$ cat config.mk
export PLATFORM = sky130hd
export DESIGN_NAME = cdb_arbiter
export DESIGN_NICKNAME = d
export VERILOG_FILES = /design/src/rtl/cdb_arbiter.sv
export SDC_FILE = /design/constraint.sdc
export NUM_CORES = 1
export LEC_CHECK = 0
export CORE_ASPECT_RATIO = 0.6
export CORE_UTILIZATION = 34
export CTS_BUF_LIST = sky130_fd_sc_hd__clkbuf_16
export CTS_CLUSTER_SIZE = 40
export DETAILED_ROUTE_END_ITERATION = 8
export GPL_TIMING_DRIVEN = 0
export PLACE_DENSITY = 0.89
export SETUP_SLACK_MARGIN = 0.5
export SLEW_MARGIN = 5
export SYNTH_ARGS = -nofsm -noshare
export SYNTH_HDL_FRONTEND = slang
export SYNTH_SLANG_ARGS = --single-unit
$ cat constraint.sdc
create_clock -name clk -period 3.42 [get_ports clk]
set_input_delay 0.684 -clock clk [delete_from_list [all_inputs] [get_ports clk]]
set_output_delay 0.684 -clock clk [all_outputs]
set_load 0.1 [all_outputs]
$ cat src/rtl/cdb_arbiter.sv
// cdb_arbiter: round-robin responder for the CDB require/accept handshake.
// Takes one result per cycle from the requesting units and drives it onto the
// registered broadcast bus (BCEN/BClabel/BCdata).
// Optional build macro: CDB_FIXED_PRIO_EN selects legacy fixed priority (unit 0 highest).
module cdb_arbiter #(
    parameter int unsigned N_SRC   = 4,
    parameter int unsigned DATA_W  = 32,
    parameter int unsigned LABEL_W = 4
) (
    input  logic                       clk,
    input  logic                       RST,
    input  logic [N_SRC-1:0]           require,
    input  logic [N_SRC*DATA_W-1:0]    dataIn,
    input  logic [N_SRC*LABEL_W-1:0]   labelIn,
    output logic [N_SRC-1:0]           requireAC,
    output logic                       BCEN,
    output logic [LABEL_W-1:0]         BClabel,
    output logic [DATA_W-1:0]          BCdata,
    output logic [$clog2(N_SRC)-1:0]   ptr
);

    localparam int unsigned PTR_W = $clog2(N_SRC);

    logic [N_SRC-1:0]   elig;
    logic               grant_found;
    logic [PTR_W-1:0]   grant_idx;
    logic [PTR_W-1:0]   cand_idx;
    logic               grant;

    logic               bcen_q;
    logic [LABEL_W-1:0] bclabel_q, bclabel_d;
    logic [DATA_W-1:0]  bcdata_q, bcdata_d;
    logic [PTR_W-1:0]   ptr_q, ptr_d;

    // A request with tag 0 has no producer and is never eligible
    always_comb begin
        elig = '0;
        for (int i = 0; i < int'(N_SRC); i++) begin
            elig[i] = require[i] && (labelIn[i*LABEL_W +: LABEL_W] != '0);
        end
    end

    // Search eligible sources from ptr upward, wrapping; first hit wins
    always_comb begin
        grant_found = 1'b0;
        grant_idx   = '0;
        cand_idx    = '0;
        for (int off = 0; off < int'(N_SRC); off++) begin
            cand_idx = PTR_W'((int'(ptr_q) + off) % int'(N_SRC));
            if (!grant_found && elig[cand_idx]) begin
                grant_found = 1'b1;
                grant_idx   = cand_idx;
            end
        end
    end

    assign grant = grant_found && !RST;

    // One-hot accept, suppressed while reset is held
    always_comb begin
        requireAC = '0;
        if (grant) begin
            requireAC[grant_idx] = 1'b1;
        end
    end

    // Next broadcast payload and pointer; payload holds when nothing is granted
    always_comb begin
        bclabel_d = bclabel_q;
        bcdata_d  = bcdata_q;
        ptr_d     = ptr_q;
        if (grant) begin
            bclabel_d = labelIn[int'(grant_idx)*LABEL_W +: LABEL_W];
            bcdata_d  = dataIn[int'(grant_idx)*DATA_W +: DATA_W];
`ifdef CDB_FIXED_PRIO_EN
            ptr_d     = '0;
`else
            ptr_d     = (int'(grant_idx) == int'(N_SRC) - 1) ? '0 : grant_idx + PTR_W'(1);
`endif
        end
    end

    // Broadcast and pointer registers
    always_ff @(posedge clk or posedge RST) begin
        if (RST) begin
            bcen_q    <= 1'b0;
            bclabel_q <= '0;
            bcdata_q  <= '0;
            ptr_q     <= '0;
        end else begin
            bcen_q    <= grant;
            bclabel_q <= bclabel_d;
            bcdata_q  <= bcdata_d;
            ptr_q     <= ptr_d;
        end
    end

    assign BCEN    = bcen_q;
    assign BClabel = bclabel_q;
    assign BCdata  = bcdata_q;
    assign ptr     = ptr_q;

endmodule

Yosys cells after proc, flatten, opt, wreduce, memory -nomap -nowiden

Cells that the tools add are included.

Input bits: 150
Bits in latches: 0
Output and inout bits: 43
Word-level logic and storage cells: 54
ROM bits: 0
Bits in registers: 39
RAM bits: 0
Memories kept: 0

Shift-type cells: 2
Div/mod/pow operators: 0
Multiplexer cells: 20
Reduce and logical (&&, ||, !) cells: 17
Bitwise operators: 0
$mul: 0
$add $sub $neg: 4
Equality and inequality tests: 1
$lt $le $gt $ge: 6

Operators by type and width:

| kind                                                                                 | count |
|---|---|
| 128-bit by 8-bit indexed part select with 32-bit output                              | 1 |
| 4-bit nonzero test                                                                   | 4 |
| 16-bit by 5-bit indexed part select with 4-bit output                                | 1 |
| 2-bit by 3-bit less-than comparator with 1-bit output (second input constant)        | 5 |
| 2-bit two-way mux                                                                    | 5 |
| 1-bit logical AND                                                                    | 9 |
| 1-bit two-way mux                                                                    | 9 |
| 1-bit binary-select mux with 2-bit select                                            | 4 |
| 2-bit by 1-bit adder with 2-bit output (second input constant)                       | 2 |
| 2-bit adder (second input constant)                                                  | 2 |
| 1-bit logical NOT                                                                    | 4 |
| 4-bit two-way mux                                                                    | 1 |
| 1-bit demux with 2-bit select                                                        | 1 |
| 2-bit by 1-bit equality test with 1-bit output (second input constant)               | 1 |
| 2-bit by 1-bit greater-or-equal comparator with 1-bit output (second input constant) | 1 |

Logic depth before layout (Yosys ltp)

Word-level depth: 19
Gate-level depth with buffers: 9
Depth with buffers taken out: 7

Least setup slack after synthesis

OpenSTA, ideal clock, no wires.

Kind: register -> output
Start: register ptr_q[1] (netlist: ptr[1])
End: output requireAC[2]
Path buffers: 2
Stages on the path, launching flop included: 7
Arrival: 3.263 ns
Path slack: -0.527 ns
Data required time: 2.736 ns
Cells stage by stage: dfrtp_1 or2_2 o32ai_1 a311o_1 buf_4 buf_4 nor2_1

Word-level cells in the longest chain between the ends: 17
Elaborated cells on any way between the ends: 32
Those cells by class: add/sub (3); order compare (2); mux (19); reduce/logical (8)

Ends and longest elaborated chain:

| item                                                                                           | line | source |
|---|---|---|
| from (decl)                                                                                    | 33   | `logic [PTR_W-1:0] ptr_q, ptr_d;` |
| from (signal assigned)                                                                         | 94   | `ptr_q <= ptr_d;` |
| branches (longest 16 deep; another with 2-bit by 3-bit less-than comparator with 1-bit output) | -    |  |
| 4-bit two-way mux *                                                                            | 62   | `if (grant) begin` |
| to (decl)                                                                                      | 15   | `output logic [N_SRC-1:0] requireAC,` |

Mark *: on every way between the ends. The select of a mux whose other input is x is not followed.

Worst setup path in the final report

Start: input labelIn[3]
End: output requireAC[3]

Word-level cells in the longest chain between the ends: 19
Elaborated cells on any way between the ends: 31
Those cells by class: order compare (2); mux (19); reduce/logical (10)

Ends and longest elaborated chain:

| item                                                                                                                                                               | line | source |
|---|---|---|
| from (decl)                                                                                                                                                        | 14   | `input logic [N_SRC*LABEL_W-1:0] labelIn,` |
| 4-bit nonzero test *                                                                                                                                               | 39   | `elig[i] = require[i] && (labelIn[i*LABEL_W +: LABEL_W] != '0);` |
| 1-bit logical AND *                                                                                                                                                | 39   |  |
| 1-bit binary-select mux with 2-bit select                                                                                                                          | 50   | `if (!grant_found && elig[cand_idx]) begin` |
| 1-bit two-way mux (not written as such)                                                                                                                            | 50   |  |
| 1-bit two-way mux                                                                                                                                                  | 50   |  |
| 1-bit logical NOT                                                                                                                                                  | 50   |  |
| 1-bit logical AND                                                                                                                                                  | 50   |  |
| 1-bit two-way mux                                                                                                                                                  | 50   |  |
| [3 not listed]                                                                                                                                                     | -    |  |
| 1-bit logical NOT                                                                                                                                                  | 50   |  |
| 1-bit logical AND                                                                                                                                                  | 50   |  |
| 2-bit two-way mux                                                                                                                                                  | 50   |  |
| 2-bit by 3-bit less-than comparator with 1-bit output (not written as such) / 2-bit by 1-bit greater-or-equal comparator with 1-bit output (equally long branches) | 63   | `requireAC[grant_idx] = 1'b1;` |
| 1-bit logical AND (not written as such)                                                                                                                            | 63   |  |
| 1-bit two-way mux (not written as such)                                                                                                                            | 63   |  |
| 1-bit demux with 2-bit select                                                                                                                                      | 63   |  |
| 4-bit two-way mux *                                                                                                                                                | 62   |  |

Every way passes the cells marked *; elsewhere a longest branch is shown, timed or not. The select of a mux whose other input is x is not followed.

==> results.tsv <==
metric	value	unit
routability congestion estimate	0.7809	
Area Growth Syn to Fin	110.0	%
first-pass GRT wire length	14.99	mm
# DRC	12	
Pleak	2.342	nW
io pins	193	
Worst Path Arrival	2.42	ns
max_cap viols	0	
Ant. Diodes	0	
Via Count	2896	
H-tree levels	2	
Root Buffer	clkbuf_16	
worst-path cell chain	buf_8 > o41ai_4 > buf_4 > o21ai_2 > a311o_1 > buf_6 > buf_12 > clkinv_8 > ha_4 > and2_4 > buf_12	
core area	6849	um^2
Yosys top cell area share	39.47	%
worst-skew pair later-pin latency	0.28	ns
ratio of cells with drive above 1 in the final layout	21.44	%
routed len/inst	18.20	um
Worst slew margin	32.31	%
crit-path max FO	4	
Post-synth top flop	dfrtp_1	
Vias/cell	5.324	
Setup crit start kind	input port	
VDD IR max	532.7	uV
Yosys warning count	0	
CP max-delay cell	a311o_1	
Final min period	3.107	ns
Finished Layout Cells	544	
final wirelength	9.902	mm
Hold Buf Count CTS	0	
RSZ-0062 raised after global routing	true	
Initial Utilization	36.10	%
antenna violations before repair	0	
Worst-Margin Slew	1.012	ns
Post-synth top cells	72 x mux2i_1, 39 x dfrtp_1, 38 x nand2_1	
most used cell along the critical path	buf_12	
fin crit share	90.85	%
post-synth net total	385	
GRT Overall Usage	25.77	%
Die Area	7628	um^2
kind of critical path	in2out	
net total in the final layout	607	
ANT nets after route	0	
clk sinks	39	
Yosys top cell by area	dfrtp_1	
clock skew	0.003920	ns
Final Hold Viols	0	
vias in the first global route	2997	
1st-iter DRT viols	141	
Slew Viols, Final	0	
Post-Place Cells	514	
Req. time, crit path	2.74	ns
dpl hpwl	7.454	mm
most frequent cell after synthesis	mux2i_1	
CTS tree	yes	
Syn Std Cell Area	2472	um^2
chip height	68.06	um
worst hold slack	0.4847	ns
Mapped Cells	234	
Post-synth EDFFs	0	
CP Capture Type	primary output	
FMAX	321.8	MHz
DR pass1 iterations	6	
port buffer count	192	
Synth cell types	27	
FP Rows	23	
Seq cells post-synth	39	
Async SR Flop Fraction	100.0	%
status	finished with violations	
Syn Area/Cell	10.57	um^2
Critical Path Max Stage Delay	0.35	ns
total CTS buffers	5	
final core utilization	75.79	%
hold crit path type	reg2reg	
Setup violations, final	0	
failing checks	DRC	
Worst-path clk slew	0.06	ns
pwr dens	829.5	nW/um^2
Longest Clk Path Bufs	2	
top cells by area, synth	dfrtp_1 39%, mux2i_1 29%, o221ai_1 13%	
largest net degree at the start of global routing	22	
Final Power	4.306	mW
Die W	112.1	um
Filler cells	478	
grt total ovfl	0	
share of the yosys chip area belonging to registers	39.47	%
==> placed cells by master, fill, tap and decap left out, types with 5 or more instances in the layout <==
| cell | Yosys | routed |
|---|---|---|
| o221ai_1 | 36 | 26 |
| buf_12 | 0 | 5 |
| clkdlybuf4s50_1 | 0 | 168 |
| dlygate4sd2_1 | 0 | 5 |
| buf_6 | 1 | 9 |
| clkbuf_16 | 0 | 5 |
| buf_4 | 9 | 26 |
| o221ai_2 | 0 | 10 |
| nand2_1 | 38 | 38 |
| dfrtp_1 | 39 | 37 |
| mux2i_1 | 72 | 72 |
| buf_2 | 6 | 10 |
==> metrics by stage <==
| stage | TNS, ns | setup slack (ns) | cell area [um^2] |
|---|---|---|---|
| after floorplan | 0 | 0.3822 | 2606 |
| after global placement | -4.046 | -1.189 | 4637 |
| after detailed placement | -4.181 | -1.207 | 4664 |
| after CTS | 0 | 0.3422 | 5080 |
| after global routing | 0 | 0.2554 | 5191 |
| final | 0 | 0.3129 | 5191 |
==> report_power, final <==
part	switching, mW	internal (mW)
clock network	0.191	0.418
logic	2.01	0.942
registers	0.103	0.639
==> logic make-up (layout without fill, tap and decap cells) <==
logic type      count (synthesis)  in the layout  synth area share [%]
compound gates                 49             49                 17.21
fa+ha+maj                       1              1                0.5060
buf+inv                        25            248                 5.769
flops                          39             39                 39.47
mux                            72             72                 29.15
simple gates                   48             48                 7.895
==> routing by layer <==
layer	GRT usage, %	wire length, um	vias up
met4	8.000	100	0
met3	7.972	941	8
li1	-	-	1343
met2	48.14	5012	143
met1	28.95	3847	1402
met5	0	0	-
==> flip-flops by register name (all words and copies together), names as in the netlist <==
name     flops
BCEN         1
BCdata      32
BClabel      4
ptr          2
==> worst max-delay path: cells and delay by family <==
| family | cells | cell delay (ns) |
|---|---|---|
| AOI/OAI and AO/OA | 3 | 0.74 |
| and+or+nand+nor | 1 | 0.14 |
| buffers and inverters | 6 | 0.76 |
| adders and majority gates | 1 | 0.10 |
==> repair_timing <==
| action | CTS | global route |
|---|---|---|
| setup buffers | 21 | 1 |
| endpoints found under the setup margin | 6 | 24 |
| hold endpoints to repair | 0 | 0 |
| gates resized for setup | 111 | 24 |
| pin swaps | 12 | 7 |
==> layout make-up <==
type	instances	area, um^2	area share (%)
Buffer	20	180.2	3.471
Clock buffer	5	125.1	2.410
Clock inverter	3	67.56	1.302
Inverter	5	33.78	0.6508
Multi-Input combinational cell	170	1573	30.30
Sequential cell	39	978.4	18.85
Tap cell	87	108.9	2.097
Timing Repair Buffer	215	2125	40.93
==> final timing paths <==
path / start / endpoint / slack [ns] / cells past startpoint
min: BCdata[29] / BCdata[29] / 0.48 / 2
min in group asynchronous: RST / BCdata[23] / 0.77 / 2
min reg2reg: BCdata[29] / BCdata[29] / 0.48 / 2
max reg2reg: ptr[0] / BCdata[5] / 1.13 / 12
max in group asynchronous: RST / BCdata[3] / 2.19 / 3
max: labelIn[3] / requireAC[3] / 0.31 / 11
Power figures use the tool's default switching activity.
